**config.mk**
```make
export PLATFORM = sky130hd
export DESIGN_NAME = nibble_serial_adder
export DESIGN_NICKNAME = d
export VERILOG_FILES = /design/src/rtl/nibble_serial_adder_pkg.sv /design/src/rtl/nibble_serial_adder_adder.sv /design/src/rtl/nibble_serial_adder.sv
export SDC_FILE = /design/constraint.sdc
export NUM_CORES = 1
export LEC_CHECK = 0
export CAP_MARGIN = 25
export CORE_MARGIN = 5
export CORE_UTILIZATION = 51
export CTS_CLUSTER_DIAMETER = 120
export DETAILED_ROUTE_END_ITERATION = 6
export PLACE_DENSITY = 0.87
export SKIP_LAST_GASP = 1
export SLEW_MARGIN = 20
export SYNTH_ARGS = -nofsm -noshare
export SYNTH_HDL_FRONTEND = slang
export SYNTH_HIERARCHICAL = 1
export SYNTH_SLANG_ARGS = --single-unit
```
**constraint.sdc**
```tcl
create_clock -name clk -period 4.2 [get_ports clk]
set_input_delay 0.84 -clock clk [delete_from_list [all_inputs] [get_ports clk]]
set_output_delay 0.84 -clock clk [all_outputs]
set_load 0.03 [all_outputs]
```
**src/rtl/nibble_serial_adder_pkg.sv**
```systemverilog
// Shared types and sizing helpers for the nibble-serial adder.
package nibble_serial_adder_pkg;

    typedef enum logic [1:0] {IDLE, RUN, DONE} state_t;

    localparam int NIB_W = 4;

    function automatic int num_nib(input int width);
        return width / NIB_W;
    endfunction

    function automatic int idx_width(input int nnib);
        return (nnib > 1) ? $clog2(nnib) : 1;
    endfunction

endpackage

```
**src/rtl/nibble_serial_adder_adder.sv**
```systemverilog
// 4-bit ripple adder slice exposing per-bit propagate and generate.
module adder (
    input  logic [3:0] a,
    input  logic [3:0] b,
    input  logic       cin,
    output logic [3:0] sum,
    output logic       cout,
    output logic [3:0] p,
    output logic [3:0] g
);

    logic [4:0] c;

    assign p = a ^ b;
    assign g = a & b;

    always_comb begin
        c[0] = cin;
        for (int i = 0; i < 4; i++) begin
            c[i+1] = g[i] | (p[i] & c[i]);
        end
    end

    assign sum  = p ^ c[3:0];
    assign cout = c[4];

endmodule

```
**src/rtl/nibble_serial_adder.sv**
```systemverilog
// Multi-cycle WIDTH-bit adder: feeds one 4-bit slice a nibble per clock, LSB first,
// and returns the word result plus carry/overflow/propagate/generate flags.
module nibble_serial_adder
    import nibble_serial_adder_pkg::*;
#(
    parameter int WIDTH = 16
) (
    input  logic             clk,
    input  logic             rst,
    input  logic             in_valid,
    output logic             in_ready,
    input  logic [WIDTH-1:0] a,
    input  logic [WIDTH-1:0] b,
    input  logic             cin,
    output logic             out_valid,
    input  logic             out_ready,
    output logic [WIDTH-1:0] sum,
    output logic             cout,
    output logic             ovf,
    output logic             grp_p,
    output logic             grp_g
);

    localparam int NUM_NIB = num_nib(WIDTH);
    localparam int IDX_W   = idx_width(NUM_NIB);

    if (((WIDTH % NIB_W) != 0) || (WIDTH < NIB_W)) begin : g_width_chk
        $error("nibble_serial_adder: WIDTH must be a multiple of 4 and >= 4");
    end

    state_t             state;
    logic [WIDTH-1:0]   a_q;
    logic [WIDTH-1:0]   b_q;
    logic               carry_q;
    logic               gen_q;
    logic               prop_q;
    logic [IDX_W-1:0]   idx;

    logic [NIB_W-1:0]   a_nib;
    logic [NIB_W-1:0]   b_nib;
    logic [NIB_W-1:0]   s_sum;
    logic [NIB_W-1:0]   s_p;
    logic [NIB_W-1:0]   s_g;
    logic               s_cout;
    logic               gen_nxt;
    logic               last_nib;

    adder u_slice (
        .a    (a_nib),
        .b    (b_nib),
        .cin  (carry_q),
        .sum  (s_sum),
        .cout (s_cout),
        .p    (s_p),
        .g    (s_g)
    );

    // Operand nibble select and running word-generate across the current nibble.
    always_comb begin
        a_nib = '0;
        b_nib = '0;
        for (int n = 0; n < NUM_NIB; n++) begin
            if (idx == IDX_W'(n)) begin
                a_nib = a_q[n*NIB_W +: NIB_W];
                b_nib = b_q[n*NIB_W +: NIB_W];
            end
        end
        gen_nxt = gen_q;
        for (int i = 0; i < NIB_W; i++) begin
            gen_nxt = s_g[i] | (s_p[i] & gen_nxt);
        end
    end

    assign last_nib = (idx == IDX_W'(NUM_NIB - 1));

    always_ff @(posedge clk or posedge rst) begin
        if (rst) begin
            state     <= IDLE;
            in_ready  <= 1'b1;
            out_valid <= 1'b0;
            a_q       <= '0;
            b_q       <= '0;
            carry_q   <= 1'b0;
            gen_q     <= 1'b0;
            prop_q    <= 1'b0;
            idx       <= '0;
            sum       <= '0;
            cout      <= 1'b0;
            ovf       <= 1'b0;
            grp_p     <= 1'b0;
            grp_g     <= 1'b0;
        end else begin
            unique case (state)
                IDLE: begin
                    if (in_valid) begin
                        a_q      <= a;
                        b_q      <= b;
                        carry_q  <= cin;
                        gen_q    <= 1'b0;
                        prop_q   <= 1'b1;
                        idx      <= '0;
                        in_ready <= 1'b0;
                        state    <= RUN;
                    end
                end
                RUN: begin
                    for (int n = 0; n < NUM_NIB; n++) begin
                        if (idx == IDX_W'(n)) sum[n*NIB_W +: NIB_W] <= s_sum;
                    end
                    carry_q <= s_cout;
                    gen_q   <= gen_nxt;
                    prop_q  <= prop_q & (&s_p);
                    idx     <= idx + 1'b1;
                    if (last_nib) begin
                        cout      <= s_cout;
                        grp_p     <= prop_q & (&s_p);
                        grp_g     <= gen_nxt;
                        // Carry into the MSB is p[3]^sum[3] of the top nibble.
                        ovf       <= s_p[NIB_W-1] ^ s_sum[NIB_W-1] ^ s_cout;
                        out_valid <= 1'b1;
                        state     <= DONE;
                    end
                end
                DONE: begin
                    if (out_ready) begin
                        out_valid <= 1'b0;
                        in_ready  <= 1'b1;
                        state     <= IDLE;
                    end
                end
                default: state <= IDLE;
            endcase
        end
    end

endmodule

```
# Word-level counts from Yosys, hierarchy flattened
# Cells that the tools add are included.
# classes
n_addsub	1
eq_ne	8
n_mux	25
n_bitwise	22
n_reduce_logical	15
# ops
op	n
4-bit 2-to-1 mux	8
2-bit AND reduction	6
1-bit case mux with 2 select lines	5
1-bit AND	9
3-bit AND reduction	3
2-bit 2-to-1 mux	4
1-bit OR	8
4-bit bitwise XOR	2
2-bit == test, second input constant	3
1-bit 2-to-1 mux	6
2-bit inequality test, second input constant	3
2-bit case mux with 3 select lines	1
2-bit nonzero test	3
4-bit AND	1
2-bit by 1-bit == test with 1-bit output, second input constant	2
2-bit zero test	2
2-bit case mux with 2 select lines	1
4-bit AND reduction	1
2-bit by 1-bit adder with 2-bit output, second input constant	1
1-bit bitwise XOR	2
# word_totals
reg_bits	61
inputBits	37
output_inout_bits	22
word_cells	88

# Logic depth before layout (Yosys ltp)
# depth
ltp_word	15
ltp_mapped	16
ltp_nobuf	16

# By module
# The synthesis kept the hierarchy.
# by_module_without_submodules
module	n_inst	cells_per_inst	area_each_um2
nibble_serial_adder	1	212	2806.4
adder	1	18	167.7

# Worst setup path before layout
# OpenSTA, ideal clock, no wires.
# synth_timing
path_kind	register to register
startpoint	reg idx[0]
endpoint	reg ovf
setup_time_ns	0.128
arrival_time_ns	3.201
path_slack_ns	0.871
path_stages_with_launch	17
n_path_buf	0
cell_sequence	dfrtp_1 > inv_1 > ha_1 > nor2b_1 > a221oi_1 > o31ai_1 > inv_1 > fa_1 > inv_1 > fa_1 > fa_1 > inv_1 > fa_1 > inv_1 > xor2_1 > xnor2_1 > o21ai_0
# synth_between
elab_chain_cells	15
# synth_lines
element	line_no	source
start, declared	nibble_serial_adder.sv:37	logic [IDX_W-1:0] idx;
start signal, assigned	nibble_serial_adder.sv:113	idx <= idx + 1'b1;
2-bit zero test	nibble_serial_adder.sv:63	if (idx == IDX_W'(n)) begin
4-bit 2-to-1 mux (3 in series)	nibble_serial_adder.sv:63	
4-bit 2-to-1 mux (*)	nibble_serial_adder.sv:63	
named net a_nib[0]	nibble_serial_adder.sv:39	logic [NIB_W-1:0] a_nib;
4-bit bitwise XOR	nibble_serial_adder_adder.sv:14	assign p = a ^ b;
1-bit AND	nibble_serial_adder_adder.sv:20	c[i+1] = g[i] | (p[i] & c[i]);
1-bit OR (*)	nibble_serial_adder_adder.sv:20	
1-bit AND (*)	nibble_serial_adder_adder.sv:20	
1-bit OR (*)	nibble_serial_adder_adder.sv:20	
1-bit AND (*)	nibble_serial_adder_adder.sv:20	
1-bit OR (*)	nibble_serial_adder_adder.sv:20	
4-bit bitwise XOR (*)	nibble_serial_adder_adder.sv:24	assign sum = p ^ c[3:0];
named net s_sum[3]	nibble_serial_adder.sv:41	logic [NIB_W-1:0] s_sum;
1-bit bitwise XOR (*) (2 in series)	nibble_serial_adder.sv:119	ovf <= s_p[NIB_W-1] ^ s_sum[NIB_W-1] ^ s_cout;
end signal, assigned	nibble_serial_adder.sv:119	
end, declared	nibble_serial_adder.sv:19	output logic ovf,
# Mark *: on every way through the listed nets, which the timed path passes. The rest lies on a longest branch.
# A chain may end at the register's enable or synchronous reset.

# Worst setup path in the final report
# Same ends and word-level chain as after synthesis.

==> impl_results.html <==
<table>
<tr><th>Metric</th><th>Value</th></tr>
<tr><th colspan="2">Run status</th></tr>
<tr><td>Outcome</td><td>completed</td></tr>
<tr><th colspan="2">Floorplanning</th></tr>
<tr><td>Floorplan core area</td><td>0.005574 mm^2</td></tr>
<tr><td>Floorplan row count</td><td>27</td></tr>
<tr><td>Total die area</td><td>0.007459 mm^2</td></tr>
<tr><td>Initial Utilization</td><td>a little over half</td></tr>
<tr><td>Number of top-level pins</td><td>59</td></tr>
<tr><td>Overall die width</td><td>86.37 um</td></tr>
<tr><td>Y dimension of the die</td><td>86.37 um</td></tr>
<tr><th colspan="2">Timing</th></tr>
<tr><td>Final slew viol count</td><td>0</td></tr>
<tr><td>Finish-stage setup viols</td><td>0</td></tr>
<tr><td>RSZ-0062 raised after global routing</td><td>false</td></tr>
<tr><td>Final number of hold-violating endpoints</td><td>0</td></tr>
<tr><td>Peak Freq</td><td>256.2 MHz</td></tr>
<tr><td>Worst-case clock skew</td><td>5.369 ps</td></tr>
<tr><td>Final worst path period share</td><td>92.94%</td></tr>
<tr><td>Transition time at the pin with the least slew margin</td><td>around 750 ps</td></tr>
<tr><td>Time the worst path needs with I/O delays and setup</td><td>between 3000 and 4000 ps</td></tr>
<tr><td>Worst slew slack as a fraction of its limit</td><td>49.76%</td></tr>
<tr><td>Sum Neg Setup Slack</td><td>0 ps</td></tr>
<tr><th colspan="2">Power and ir drop</th></tr>
<tr><td>Internal Pwr Total</td><td>about 2.1 mW</td></tr>
<tr><td>NetSw</td><td>between 1 and 1.5 mW</td></tr>
<tr><td>Switching share of power</td><td>40.99%</td></tr>
<tr><td>Power share of the sequential group</td><td>30.2%</td></tr>
<tr><td>Clock power share</td><td>12.8%</td></tr>
<tr><td>Combinational share of power</td><td>about 57%</td></tr>
<tr><td>Static leakage power</td><td>~1.7 nW</td></tr>
<tr><td>Ratio of total power to cell area</td><td>950.8 mW/mm^2</td></tr>
<tr><td>Worst IR Drop VDD</td><td>0.5913 mV</td></tr>
<tr><th colspan="2">Routing</th></tr>
<tr><td>DRC violation count after routing</td><td>0</td></tr>
<tr><td>Router iterations before antenna repair</td><td>4</td></tr>
<tr><td>Antenna Nets Post-Route</td><td>0</td></tr>
<tr><td>Average detailed-routed wire length per instance</td><td>16.44 um</td></tr>
<tr><td>Via/cell ratio</td><td>5.435</td></tr>
<tr><td>Total number of vias</td><td>2000</td></tr>
<tr><td>Final wirelength</td><td>6049 um</td></tr>
<tr><td>Drt first-iter violations</td><td>80</td></tr>
<tr><th colspan="2">Worst setup path</th></tr>
<tr><td>Stage delay of the slowest cell on the critical path</td><td>450 ps</td></tr>
<tr><td>Critical path cell sequence</td><td>inv_1, ha_1, nor2b_1, a221oi_1, o31ai_1, inv_1, fa_1, inv_1, fa_1, fa_1, inv_1, fa_1, inv_1, xor2_1, xnor2_1, o21ai_0</td></tr>
<tr><td>Endpoint kind of the worst setup timing path</td><td>flip-flop</td></tr>
<tr><td>Element type at the critical path start</td><td>flip-flop</td></tr>
<tr><td>R2R depth</td><td>16</td></tr>
<tr><td>Worst endpoint data arrival time</td><td>4120 ps</td></tr>
<tr><td>Worst-path fanout max</td><td>6</td></tr>
<tr><td>Data required time at the worst endpoint</td><td>4410 ps</td></tr>
<tr><td>Crit path kind</td><td>flip-flop to flip-flop</td></tr>
<tr><td>Beginning of the critical path</td><td>idx[0]</td></tr>
<tr><td>Internal reg-to-reg setup slack</td><td>300 ps</td></tr>
<tr><td>R2r endpoint</td><td>ovf</td></tr>
<tr><td>Start of the worst register-to-register path</td><td>idx[0]</td></tr>
<tr><td>Cell with the largest stage delay on the worst path</td><td>nor2b_1</td></tr>
<tr><td>Most used cell, CP</td><td>inv_1</td></tr>
<tr><td>Endpoint of the worst setup timing path</td><td>ovf</td></tr>
<tr><th colspan="2">Clocking</th></tr>
<tr><td>Number of CTS-inserted buffers</td><td>9</td></tr>
<tr><td>Clock tree from TritonCTS</td><td>done</td></tr>
<tr><td>Number of clock sinks seen by CTS</td><td>61</td></tr>
<tr><td>CTS hold repair buffers</td><td>0</td></tr>
<tr><td>Insertion delay to the later sink of the worst-skew pair</td><td>340 ps</td></tr>
<tr><td>H-tree depth</td><td>3</td></tr>
<tr><td>Maximum clock insertion buffer count</td><td>2</td></tr>
<tr><td>Root Buffer</td><td>clkbuf_8</td></tr>
<tr><td>Setup Fix Bufs, Post-CTS</td><td>0</td></tr>
<tr><td>Count of cells resized by post-cts repair</td><td>0</td></tr>
<tr><td>Clock transition at the registers of the reported paths</td><td>about 60 ps</td></tr>
<tr><th colspan="2">GRT</th></tr>
<tr><td>Global-route wire length before repair</td><td>10160 um</td></tr>
<tr><td>Largest net degree at the start of global routing</td><td>38</td></tr>
<tr><td>Met1 GRT Util</td><td>about 22%</td></tr>
<tr><td>GRT Resource Usage Total</td><td>between 10% and 20%</td></tr>
<tr><td>Antenna violations before repair</td><td>0</td></tr>
<tr><td>Number of global-route vias before repair</td><td>2145</td></tr>
<tr><td>Global Route met3 Usage</td><td>5.608%</td></tr>
<tr><td>Met2 track demand over resource in global routing</td><td>26.56%</td></tr>
<tr><td>Overflow after GRT</td><td>0</td></tr>
<tr><td>Global routing's busiest layer</td><td>met2</td></tr>
<tr><th colspan="2">Logic synthesis</th></tr>
<tr><td>Count of flip-flops with a built-in enable after synthesis</td><td>0</td></tr>
<tr><td>Warnings from Yosys</td><td>6</td></tr>
<tr><td>Net Count, Synth</td><td>279</td></tr>
<tr><td>Combined area of all synthesized cells</td><td>0.002974 mm^2</td></tr>
<tr><td>Post-synth ARST share</td><td>100.0%</td></tr>
<tr><td>Most frequently used flop master after synthesis</td><td>dfrtp_1</td></tr>
<tr><td>Register bit count reported by yosys</td><td>61</td></tr>
<tr><td>Part of the Yosys area used for sequential elements</td><td>51.37%</td></tr>
<tr><td>Count of unique library cells instantiated by Yosys</td><td>33</td></tr>
<tr><td>Mean Syn Cell Area</td><td>12.93 um^2</td></tr>
<tr><td>Synthesized netlist cell count</td><td>between 200 and 250</td></tr>
<tr><th colspan="2">Layout</th></tr>
<tr><td>Final core utilization</td><td>67.07%</td></tr>
<tr><td>Fin nets</td><td>340</td></tr>
<tr><td>Antenna diode count</td><td>0</td></tr>
<tr><td>Layout cell share with drive strength beyond 1</td><td>21.28%</td></tr>
<tr><td>Synth-to-Final Area Change</td><td>25.70%</td></tr>
<tr><td>Final Instance Count excl. Fillers</td><td>368</td></tr>
<tr><th colspan="2">Hold path</th></tr>
<tr><td>Path category of the worst min-delay check</td><td>flip-flop to flip-flop</td></tr>
<tr><th colspan="2">Placement</th></tr>
<tr><td>Placed Instances</td><td>352</td></tr>
<tr><td>Number of buffer cells added on primary ports</td><td>58</td></tr>
<tr><td>Post-DP HPWL</td><td>approximately 4600 um</td></tr>
<tr><td>Final weighted congestion of routability-driven global placement</td><td>0.8830</td></tr>
<tr><th colspan="2">Run</th></tr>
<tr><td>Max-Cap Viols</td><td>0</td></tr>
</table>
[area by class of cell]
| cell class | instances | area [um^2] |
|---|---|---|
| multi-input combinational | 141 | 1282 |
| sequential | 61 | 1528 |
| inverter | 17 | 63.81 |
| clock inverter | 1 | 5.005 |
| tap | 72 | 90.09 |
| timing repair buffer | 61 | 603.1 |
| fill | 426 | 1836 |
| clock buffer | 15 | 166.4 |
[worst min path at each step]
stage | endpoint | slack, ps | cells past startpoint | from
4_1_cts | grp_g | 480 | 2 | grp_g
5_1_grt | sum[4] | 520 | 1 | sum[4]
2_1_floorplan | carry_q | 450 | 2 | carry_q
3_3_place_gp | gen_q | 470 | 2 | gen_q
6_report | grp_g | 480 | 2 | grp_g
3_5_place_dp | grp_g | 470 | 2 | grp_g
[layout by cell type (no fill, tap or decap), drive strengths merged]
cell	count
dfrtp	60
a21oi	7
and3	1
a221oi	7
nor2b	7
clkdlybuf4s50	58
fa	4
dfstp	1
and2b	1
ha	8
o22ai	1
a21o	2
nand2b	2
nand2	21
nand3b	1
nor3b	1
a22o	2
inv	17
a31oi	1
buf	3
o21ai	14
nor2	1
xor2	1
nand3	2
and2	1
clkinv	1
clkbuf	15
mux2	47
o31ai	7
o21bai	1
xnor2	1
[routing by layer]
metal | wire (um) | up-vias
met2 | 2760 | 81
met5 | 0 | -
met1 | 2625 | 969
met3 | 397 | 25
li1 | - | 925
met4 | 265 | 0
[metrics by stage]
stage                     cell area [um^2]  total power, mW  worst slack (ps)  hold WS, ps
after floorplan                       2974            2.522             871.2        449.8
after global placement                3567            2.995             621.5        472.6
after detailed placement              3567            3.100             370.7        469.3
after CTS                             3739            3.566             337.1        482.5
after global routing                  3739            3.814             27.02        524.8
final                                 3739            3.555             296.3        476.9
[power groups by stage]
stage	combinational [mW]	clock (mW)	sequential, mW
finish	2.03	0.456	1.07
global route	2.20	0.498	1.11
CTS	2.02	0.465	1.08
detailed placement	2.01	0	1.09
global placement	1.92	0	1.07
floorplan	1.33	0	1.19
[cells in the mapped netlist (3+ instances only)]
master / n / share of area [%]
a21oi_1: 7 / 1.2
a221oi_1: 7 / 2.1
buf_6: 4 / 1.5
clkbuf_1: 3 / 0.38
dfrtp_1: 60 / 50
fa_1: 4 / 2.7
ha_1: 8 / 3.4
inv_1: 17 / 2.1
mux2_1: 4 / 1.5
mux2_2: 23 / 8.7
mux2_4: 20 / 10
nand2_1: 21 / 2.7
nor2b_1: 7 / 1.5
o21ai_0: 14 / 2.4
o31ai_1: 7 / 1.8
[state kept, by name, indices dropped and copies added (netlist names), 2 cells and up]
| name | flops |
|---|---|
| idx | 2 |
| state | 2 |
| a_q | 16 |
| sum | 16 |
| b_q | 16 |
[cell families after synthesis]
kind of cell / count (synthesis) / share of synthesized area [%]
compound gates: 42 / 9.129
simple gates: 38 / 6.816
flops: 61 / 51.37
fa+ha+maj: 12 / 6.058
mux: 47 / 20.32
xor+xnor: 2 / 0.5891
buf+inv: 28 / 5.721
[critical path: cells and delay by family, from the launching register on]
family / cells / cell delay [ps]
compound gates: 3 / 590
xor+xnor: 2 / 310
fa+ha+maj: 5 / 1480
buf+inv: 5 / 510
flops: 1 / 420
simple gates: 1 / 450
Power figures use the tool's default switching activity.
